`src/rtl/cache_mem_arbiter_if.sv`:
```
// cache_mem_arbiter_if: requestor and RAM signals of the cache/memory arbiter.
// The arbiter uses the slave modport; caches and RAM model use master.
interface cache_mem_arbiter_if #(parameter int RAM_W = 32);
    logic             iREN;
    logic [RAM_W-1:0] iaddr;
    logic             iwait;
    logic [RAM_W-1:0] iload;
    logic             dREN;
    logic             dWEN;
    logic [RAM_W-1:0] daddr;
    logic [RAM_W-1:0] dstore;
    logic             dwait;
    logic [RAM_W-1:0] dload;
    logic             ramREN;
    logic             ramWEN;
    logic [RAM_W-1:0] ramaddr;
    logic [RAM_W-1:0] ramstore;
    logic [RAM_W-1:0] ramload;
    logic [1:0]       ramstate;
    logic             ram_err;

    modport slave (
        input  iREN, iaddr, dREN, dWEN, daddr, dstore, ramload, ramstate,
        output iwait, iload, dwait, dload, ramREN, ramWEN, ramaddr, ramstore, ram_err
    );

    modport master (
        output iREN, iaddr, dREN, dWEN, daddr, dstore, ramload, ramstate,
        input  iwait, iload, dwait, dload, ramREN, ramWEN, ramaddr, ramstore, ram_err
    );
endinterface

```
`src/rtl/cache_mem_arbiter.sv`:
```
// cache_mem_arbiter: serialises icache/dcache word accesses onto one RAM port, dcache first.
// Define ARB_STARVE_GUARD_EN to build the dstreak counter that forces an icache grant.
module cache_mem_arbiter #(
`ifdef ARB_STARVE_GUARD_EN
    parameter int STARVE_MAX = 4,
`endif
    parameter int RAM_W = 32
) (
    input logic                CLK,
    input logic                nRST,
    cache_mem_arbiter_if.slave bus
);
    typedef enum logic [1:0] {IDLE, DGRANT, IGRANT} state_t;
    localparam logic [1:0] ACCESS = 2'd2;
    localparam logic [1:0] ERROR  = 2'd3;

    state_t state, next_state;
    logic   dreq, done, force_i, err_q;

    assign dreq = bus.dREN | bus.dWEN;
    assign done = bus.ramstate == ACCESS;

`ifdef ARB_STARVE_GUARD_EN
    logic [3:0] dstreak;
    assign force_i = dstreak == 4'(STARVE_MAX);
    always_ff @(posedge CLK or negedge nRST) begin
        if (!nRST) begin
            dstreak <= '0;
        end else if (state == IDLE) begin
            if (!bus.iREN || next_state == IGRANT)
                dstreak <= '0;
            else if (next_state == DGRANT && !force_i)
                dstreak <= dstreak + 4'd1;
        end
    end
`else
    assign force_i = 1'b0;
`endif

    always_ff @(posedge CLK or negedge nRST) begin
        if (!nRST) begin
            state <= IDLE;
            err_q <= 1'b0;
        end else begin
            state <= next_state;
            if (state != IDLE && bus.ramstate == ERROR)
                err_q <= 1'b1;
        end
    end

    always_comb begin
        bus.ramWEN   = state == DGRANT && bus.dWEN;
        bus.ramREN   = (state == DGRANT && bus.dREN && !bus.dWEN) || (state == IGRANT && bus.iREN);
        bus.ramaddr  = state == DGRANT ? bus.daddr : state == IGRANT ? bus.iaddr : '0;
        bus.ramstore = bus.ramWEN ? bus.dstore : '0;
        bus.dwait    = !(state == DGRANT && dreq && done);
        bus.iwait    = !(state == IGRANT && bus.iREN && done);
        // a dropped request or a completed access both hand the port back
        next_state   = state == IDLE
                     ? (dreq && !(bus.iREN && force_i) ? DGRANT : bus.iREN ? IGRANT : IDLE)
                     : (!bus.dwait || !bus.iwait || (state == DGRANT && !dreq) ||
                        (state == IGRANT && !bus.iREN)) ? IDLE : state;
    end

    assign bus.iload   = bus.ramload;
    assign bus.dload   = bus.ramload;
    assign bus.ram_err = err_q;
endmodule
```
`src/flat_wrapper.sv`:
```
// flat-port wrapper written by rule: the top's interface ports become plain ports
module cache_mem_arbiter_flat 
#(

    parameter int RAM_W = 32
)
  (CLK, nRST, bus_iREN, bus_iaddr, bus_dREN, bus_dWEN, bus_daddr, bus_dstore, bus_ramload, bus_ramstate, bus_iwait, bus_iload, bus_dwait, bus_dload, bus_ramREN, bus_ramWEN, bus_ramaddr, bus_ramstore, bus_ram_err);
  cache_mem_arbiter_if #(.RAM_W(RAM_W)) bus_i ();
  input logic CLK;
  input logic nRST;
  input wire logic [$bits(bus_i.iREN)-1:0] bus_iREN;
  input wire logic [$bits(bus_i.iaddr)-1:0] bus_iaddr;
  input wire logic [$bits(bus_i.dREN)-1:0] bus_dREN;
  input wire logic [$bits(bus_i.dWEN)-1:0] bus_dWEN;
  input wire logic [$bits(bus_i.daddr)-1:0] bus_daddr;
  input wire logic [$bits(bus_i.dstore)-1:0] bus_dstore;
  input wire logic [$bits(bus_i.ramload)-1:0] bus_ramload;
  input wire logic [$bits(bus_i.ramstate)-1:0] bus_ramstate;
  output wire logic [$bits(bus_i.iwait)-1:0] bus_iwait;
  output wire logic [$bits(bus_i.iload)-1:0] bus_iload;
  output wire logic [$bits(bus_i.dwait)-1:0] bus_dwait;
  output wire logic [$bits(bus_i.dload)-1:0] bus_dload;
  output wire logic [$bits(bus_i.ramREN)-1:0] bus_ramREN;
  output wire logic [$bits(bus_i.ramWEN)-1:0] bus_ramWEN;
  output wire logic [$bits(bus_i.ramaddr)-1:0] bus_ramaddr;
  output wire logic [$bits(bus_i.ramstore)-1:0] bus_ramstore;
  output wire logic [$bits(bus_i.ram_err)-1:0] bus_ram_err;
  assign bus_i.iREN = bus_iREN;
  assign bus_i.iaddr = bus_iaddr;
  assign bus_i.dREN = bus_dREN;
  assign bus_i.dWEN = bus_dWEN;
  assign bus_i.daddr = bus_daddr;
  assign bus_i.dstore = bus_dstore;
  assign bus_i.ramload = bus_ramload;
  assign bus_i.ramstate = bus_ramstate;
  assign bus_iwait = bus_i.iwait;
  assign bus_iload = bus_i.iload;
  assign bus_dwait = bus_i.dwait;
  assign bus_dload = bus_i.dload;
  assign bus_ramREN = bus_i.ramREN;
  assign bus_ramWEN = bus_i.ramWEN;
  assign bus_ramaddr = bus_i.ramaddr;
  assign bus_ramstore = bus_i.ramstore;
  assign bus_ram_err = bus_i.ram_err;
  cache_mem_arbiter #(.RAM_W(RAM_W)) u_core (.CLK(CLK), .nRST(nRST), .bus(bus_i));
endmodule
```
`config.mk`:
```
export PLATFORM = sky130hd
export DESIGN_NAME = cache_mem_arbiter_flat
export DESIGN_NICKNAME = d
export VERILOG_FILES = /design/src/rtl/cache_mem_arbiter_if.sv /design/src/rtl/cache_mem_arbiter.sv /design/src/flat_wrapper.sv
export SDC_FILE = /design/constraint.sdc
export NUM_CORES = 1
export LEC_CHECK = 0
export ABC_CLOCK_PERIOD_IN_PS = 1800
export CAP_MARGIN = 30
export CORE_AREA = 2 2 103 105
export DETAILED_ROUTE_END_ITERATION = 7
export DIE_AREA = 0 0 105 107
export SLEW_MARGIN = 15
export SYNTH_ARGS = -nofsm -noshare
export SYNTH_HDL_FRONTEND = slang
export SYNTH_SLANG_ARGS = --single-unit
```
`constraint.sdc`:
```
create_clock -name CLK -period 1.8 [get_ports CLK]
set_input_delay 0.45 -clock CLK [delete_from_list [all_inputs] [get_ports CLK]]
set_output_delay 0.45 -clock CLK [all_outputs]
set_load 0.01 [all_outputs]
```
==> reports/qor.csv, run 1 <==
stage,metric,value,unit
status,status,"complete, but fails checks",
status,failed_checks,setup timing,
yosys,synthesis.nets,298,
clock_tree,root_buffer,clkbuf_8,
timing,finClkSkew,0.004664,ns
timing,post-route-period-util,103.0,%
yosys,synth_edf_count,0,
yosys,async_flop_share,100.0,%
min_path,min_path_type,input port to asynchronous set/reset pin,
yosys,netlist_top_cells_area,"buf_4 (39%), a22o_1 (22%), and3_1 (16%), dfrtp_1 (6.0%), buf_6 (4.5%)",
clock_tree,tritoncts,done,
yosys,syn_avg_cell_area,7.691,um^2
route,vias,1654,
placed_design,gp_congestion,0.7001,
floorplanning,ios,268,
yosys,yosysWarnings,0,
pwr,cellPowerDensity,1133,nW/um^2
floorplanning,core-area,10090,um^2
timing,setup_violations,34,
setup_path,reg2reg_depth,5,
setup_path,rrSetupSlack,0.63,ns
placed_design,place.port_buffers,171,
floorplanning,die_w,105,um
layout,drive_above_1_share,45.45,%
flow_run,maxCapViolCount,0,
yosys,ys_types,22,
setup_path,startpoint_type,flop,
clock_tree,clock_latency,0.22,ns
placed_design,place_worst_setup_slack,-0.5404,ns
route,drt_wl_total,6331,um
setup_path,worstReg2RegEnd,u_core.state[0]$_DFFE_PN0P_,
grt,grt_start_max_net_pins,28,
setup_path,crit_path_end_kind,primary output,
yosys,ys_seq_area_share,5.988,%
yosys,synth_commonest_cells,"buf_4 (65), a22o_1 (32), and3_1 (32), clkbuf_1 (7), buf_6 (5)",
setup_path,arrival,1.40,ns
yosys,ys_ff_latch,3,
pwr,switching_power,0.001318,W
pwr,seqPwrFrac,3.3,%
pwr,irDropWorstVdd,395.6,uV
yosys,synthMostInstantiatedCell,buf_4,
timing,tightest_slew,0.2444,ns
grt,antenna_found_initial,0,
timing,period_minus_slack,1.853,ns
route,drc_errors,0,
pwr,p_clk_share,5.8,%
setup_path,crit-reg2reg-launch,u_core.state[0]$_DFFE_PN0P_,
setup_path,worstPathRequired,1.35,ns
route,wl_per_cell,15.00,um
yosys,synth_ff_type,dfrtp_1,
route,drtAntennaViolNets,0,
layout,syn2layout_area_growth,139.9,%
setup_path,worstSetupStartpoint,u_core.state[0]$_DFFE_PN0P_,
route,via_per_inst,3.919,
floorplanning,dieArea,11240,um^2
timing,layout_setup_ws,-0.05333,ns
clock_tree,cts.sinks,3,
layout,final_nets,422,
floorplanning,row_count,37,
yosys,synth.top_cell.area_share,38.92,%
pwr,p_comb_share,91.0,%
grt,grtUsageTotal,9.923,%
clock_tree,cts_buffer_depth,2,
route,first_iter_violations,82,
timing,hold_viol_final,0,
yosys,synth_area_leader_cell,buf_4,
yosys,syn_area,1254,um^2
placed_design,hpwlAfterDp,4484,um
timing,worst_hold_slack,0.4263,ns
layout,n_antenna_cell,0,
floorplanning,dieHeight,107,um
timing,finalMaxSlewViolations,0,
grt,grt_pass1_wl,8887,um
route,first_pass_iters,6,
pwr,leakage,1.374,nW
timing,max_freq,539.6,MHz
timing,slew_headroom,83.56,%
grt,grt_pass1_vias,1676,
timing,grt_setup_unrepaired,yes,
pwr,swShare,38.69,%
clock_tree,cts_made_buffers,3,
setup_path,worstSetupPathType,flop to primary output,
clock_tree,clk_pin_slew_worst_paths,0.03,ns
grt,grt_overflow,0,
yosys,syn-instance-count,163,
floorplanning,start_util,12.42,%
clock_tree,htree_levels,1,
setup_path,crit_fanout,12,
pwr,p_int,0.002089,W
==> placed cells by master, fill, tap and decap left out, types with 2 or more instances in the layout <==
| master | count |
|---|---|
| clkdlybuf4s50_1 | 100 |
| buf_2 | 39 |
| buf_6 | 33 |
| a22o_1 | 32 |
| and3_4 | 27 |
| buf_4 | 11 |
| and3_1 | 5 |
| buf_16 | 5 |
| buf_12 | 5 |
| clkbuf_8 | 3 |
| dfrtp_1 | 3 |
| nor2b_4 | 2 |
| o211ai_1 | 2 |
| nand2_1 | 2 |
| clkbuf_16 | 2 |
| dlymetal6s2s_1 | 2 |
==> power by group through the flow <==
| stage | logic, W | registers [W] | clock network [W] |
|---|---|---|---|
| CTS | 0.00275 | 0.000109 | 0.000201 |
| global route | 0.00330 | 0.000115 | 0.000206 |
| detailed placement | 0.00252 | 0.000111 | 0 |
| global placement | 0.00251 | 0.000111 | 0 |
| finish | 0.00310 | 0.000111 | 0.000196 |
| floorplan | 0.00126 | 0.000120 | 0 |
==> cells by family after synthesis <==
family | after synthesis | synth area share, %
flops | 3 | 5.988
compound gates | 38 | 26.35
buf+inv | 80 | 46.61
simple gates | 42 | 21.06
==> flip-flops by register name, indices dropped and copies added, names as in the netlist <==
name,cells
u_core.bus.ram_err,1
u_core.state,2
==> worst max-delay path, cell delays in order (launching register included) <==
cell,delay [ns]
dfrtp_1,0.38
and2b_4,0.36
buf_16,0.16
a22o_1,0.15
buf_2,0.13
==> timing repair <==
item | CTS | global route
pin swaps | 23 | 23
resized for setup | 288 | 61
setup endpoints to repair | 68 | 68
setup buffers | 8 | 0
cloned | 6 | 2
hold buffers | 0 | 0
==> metal layers <==
metal | wire length, um | part of all wire (%) | track usage (%)
met5 | 0 | 0 | 0
met4 | 210 | 3.3 | 5.333
met3 | 628 | 9.9 | 2.857
met2 | 3350 | 53 | 18.55
met1 | 2142 | 34 | 9.894
==> how the worst max path moves through the flow <==
| stage | endpoint | slack (ns) | cells past startpoint |
|---|---|---|---|
| after global routing | bus_ramaddr[0] | -0.13 | 4 |
| after CTS | bus_ramaddr[18] | -0.10 | 5 |
| after floorplan | bus_ramaddr[24] | 0.23 | 4 |
| final | bus_ramaddr[0] | -0.05 | 4 |
| after global placement | bus_dwait | -0.53 | 4 |
| after detailed placement | bus_dwait | -0.54 | 4 |
==> cell type report <==
class                   count  area, um^2
clock buffers               4       45.04
flip-flops and latches      3       75.07
inverters                   1       3.754
well taps                 136       170.2
repair buffers            198        1972
fillers                  1072        7084
multi-input cells          80       742.0
==> metrics by stage <==
step | cells | TNS [ns] | cell area [um^2] | utilization, % | power [W]
CTS | 421 | -1.544 | 2661 | 26.37 | 0.003063
global placement | 404 | -24.96 | 2703 | 26.78 | 0.002619
finish | 422 | -0.7462 | 3008 | 29.80 | 0.003407
detailed placement | 404 | -25.37 | 2703 | 26.78 | 0.002629
global route | 422 | -4.363 | 3008 | 29.80 | 0.003620
floorplan | 163 | 0 | 1254 | - | 0.001377
(Power assumes the default switching activity.)
==> run 2, diff against run 1 <==
--- a/config.mk
+++ b/config.mk
@@ -7,9 +7,10 @@
 export LEC_CHECK = 0
 export ABC_CLOCK_PERIOD_IN_PS = 1800
 export CAP_MARGIN = 30
-export CORE_AREA = 2 2 103 105
+export CORE_AREA = 2 2 104 106
 export DETAILED_ROUTE_END_ITERATION = 7
-export DIE_AREA = 0 0 105 107
+export DIE_AREA = 0 0 106 108
+export DONT_BUFFER_PORTS = 1
 export SLEW_MARGIN = 15
 export SYNTH_ARGS = -nofsm -noshare
 export SYNTH_HDL_FRONTEND = slang
==> run 2 against run 1 <==
Net effect:
- the run now ends clean
- clock power about the same
- combinational power down 58%
- sequential power about the same
- critical path type unchanged
- largest power group unchanged
- highest routed layer unchanged
==> reports/qor.csv, run 2 (same netlist as run 1, synthesis figures left out) <==
stage,metric,value,unit,change
status,status,finished clean,,
timing,period_minus_slack,1.754,ns,-0.09891 ns
placed_design,place.port_buffers,0,,-100%
pwr,leakage,0.4494,nW,-67%
layout,layout_commonest_cell,a22o_1,,
pwr,irDropWorstVdd,340.7,uV,-14%
floorplanning,core-area,10230,um^2,+1.4%
placed_design,place_worst_setup_slack,0.2598,ns,+0.8001 ns
layout,final_nets,229,,-46%
layout,register_area,75.07,um^2,unchanged
clock_tree,tritoncts,done,,
grt,grt_overflow,0,,unchanged
route,first_iter_violations,45,,-45%
layout,top_register,u_core.state,,
setup_path,crit_family,flip-flops,,
grt,grt_use_met2,10.51,%,-8.0 points
pwr,cellPowerDensity,1627,nW/um^2,+44%
floorplanning,dieArea,11450,um^2,+1.9%
grt,grt.busiest_layer,met2,,
timing,setup_violations,0,,-100%
timing,fin_setup_tns,0,ns,+0.7462 ns
grt,grt_pass1_vias,908,,-46%
setup_path,worstPathRequired,1.35,ns,about the same
placed_design,gp_congestion,0.7603,,+8.6%
grt,grt_pass1_wl,4692,um,-47%
clock_tree,cts_buffer_depth,2,,unchanged
clock_tree,clock_latency,0.21,ns,about the same
timing,finClkSkew,0.001053,ns,-0.003611 ns
setup_path,worstSetupPathType,flop to primary output,,
setup_path,max_stage_delay,0.40,ns,+0.02 ns
setup_path,crit_chain,and2b_1 > buf_12 > a22o_1,,
setup_path,crit_path_top_delay_cell,dfrtp_1,,
timing,tightest_slew,0.3107,ns,+0.06634 ns
timing,slew_headroom,79.24,%,-4.3 points
timing,finalMaxSlewViolations,0,,unchanged
layout,syn2layout_area_growth,-21.56,%,
timing,layout_setup_ws,0.04558,ns,+0.09891 ns
route,via_per_inst,4.117,,+5.1%
placed_design,placed_cells_incl_taps,224,,-45%
layout,largest_reg_flops,2,,unchanged
floorplanning,die_w,106,um,+0.95%
clock_tree,post-cts-setup-buffer-count,0,,-8
grt,grtUsageTotal,5.404,%,-4.5 points
layout,multi_input_area,618.1,um^2,-17%
timing,grt_setup_unrepaired,yes,,
clock_tree,root_buffer,clkbuf_8,,
flow_run,maxCapViolCount,0,,unchanged
setup_path,crit_fanout,35,,+23
floorplanning,dieHeight,108,um,+0.93%
floorplanning,ios,268,,unchanged
grt,antenna_found_initial,1,,+1
min_path,min_path_type,input port to flop,,
setup_path,arrival,1.30,ns,-0.10 ns
route,drtAntennaViolNets,0,,unchanged
setup_path,startpoint_type,flop,,
route,wl_per_cell,16.89,um,+13%
layout,final_cell_count_no_fill,230,,-45%
route,drt_wl_total,3885,um,-39%
route,drc_errors,0,,unchanged
placed_design,hpwlAfterDp,3210,um,-28%
floorplanning,start_util,12.25,%,-0.17 points
route,vias,947,,-43%
layout,drive_above_1_share,17.20,%,-28 points
timing,max_freq,570.0,MHz,+5.6%
layout,final_cell_mix,"a22o_1 (31), and3_1 (26), and3_2 (4)",,
clock_tree,cts.sinks,3,,unchanged
clock_tree,cts_made_buffers,3,,unchanged
layout,fill_cells,1185,,+11%
route,first_pass_iters,4,,-2
grt,grt_start_max_net_pins,45,,+61%
clock_tree,htree_levels,1,,unchanged
timing,hold_viol_final,0,,unchanged
setup_path,critPathBufInv,1,,-1
floorplanning,row_count,37,,unchanged
grt,use_met1,4.628,%,-5.3 points
clock_tree,clk_pin_slew_worst_paths,0.03,ns,about the same
grt,grt_use_met3,1.145,%,-1.7 points
timing,post-route-period-util,97.47,%,-5.5 points
setup_path,crit_path_end_kind,primary output,,
## run 2: cell types whose count changed in the layout (fill, tap and decap cells not counted), sizes merged
cell,previous run,this run
buf,93,4
dlygate4sd2,1,0
clkbuf,6,4
diode,0,1
dlygate4sd3,0,1
dlymetal6s2s,2,0
clkdlybuf4s50,100,0
## run 2: final timing paths
| check | startpoint | end | slack [ns] | depth (start not counted) |
|---|---|---|---|---|
| worst max-delay path | u_core.state[0]$_DFFE_PN0P_ | bus_ramaddr[15] | 0.05 | 3 |
| worst min-delay path | bus_iREN | u_core.state[1]$_DFFE_PN0P_ | 0.36 | 1 |
| worst max register to register | u_core.state[0]$_DFFE_PN0P_ | u_core.state[0]$_DFFE_PN0P_ | 0.76 | 3 |
| worst min register to register | u_core.bus.ram_err$_DFFE_PN0P_ | u_core.bus.ram_err$_DFFE_PN0P_ | 0.53 | 1 |
| max in group asynchronous | nRST | u_core.state[1]$_DFFE_PN0P_ | 1.16 | 1 |
| min in group asynchronous | nRST | u_core.state[0]$_DFFE_PN0P_ | 0.49 | 1 |
## run 2: area by class of cell
type / instances / share of cell area, %
sequential: 3 / 7.634
multi-input combinational: 80 / 62.85
tap: 136 / 17.30
clock buffer: 4 / 4.580
timing repair buffer: 5 / 6.997
antenna: 1 / 0.2545
inverter: 1 / 0.3817
## run 2: per-layer routing
layer	vias up	part of all wire, %
li1	383	-
met1	424	28
met2	116	55
met3	24	10
met4	0	5.8
met5	-	0
## run 2: repair_timing
action	CTS	global route
endpoints found under the setup margin	0	34
hold buffers	1	0
resized for setup	0	8
hold endpoints to repair	3	0
## run 2: worst reg2reg max path: cells and delay by family (launching register included)
family                 cells  cell delay [ns]
AND/OR/NAND/NOR            1             0.25
AO/OA/AOI/OAI              1             0.06
buffers and inverters      1             0.20
flip-flops                 1             0.40
## run 2: stage by stage
stage | hold WS, ns | instance area, um^2 | total power, W | util [%]
global placement | 0.1545 | 898.4 | 0.001346 | 8.781
detailed placement | 0.1545 | 898.4 | 0.001372 | 8.781
global route | 0.3605 | 983.4 | 0.001711 | 9.612
CTS | 0.3589 | 953.4 | 0.001580 | 9.319
floorplan | 0.1544 | 1254 | 0.001377 | -
finish | 0.3602 | 983.4 | 0.001600 | 9.612
## run 2: power breakdown
group,internal (W),switching [W]
clock network,0.000151,0.0000446
registers,0.0000899,0.0000242
logic,0.000504,0.000786
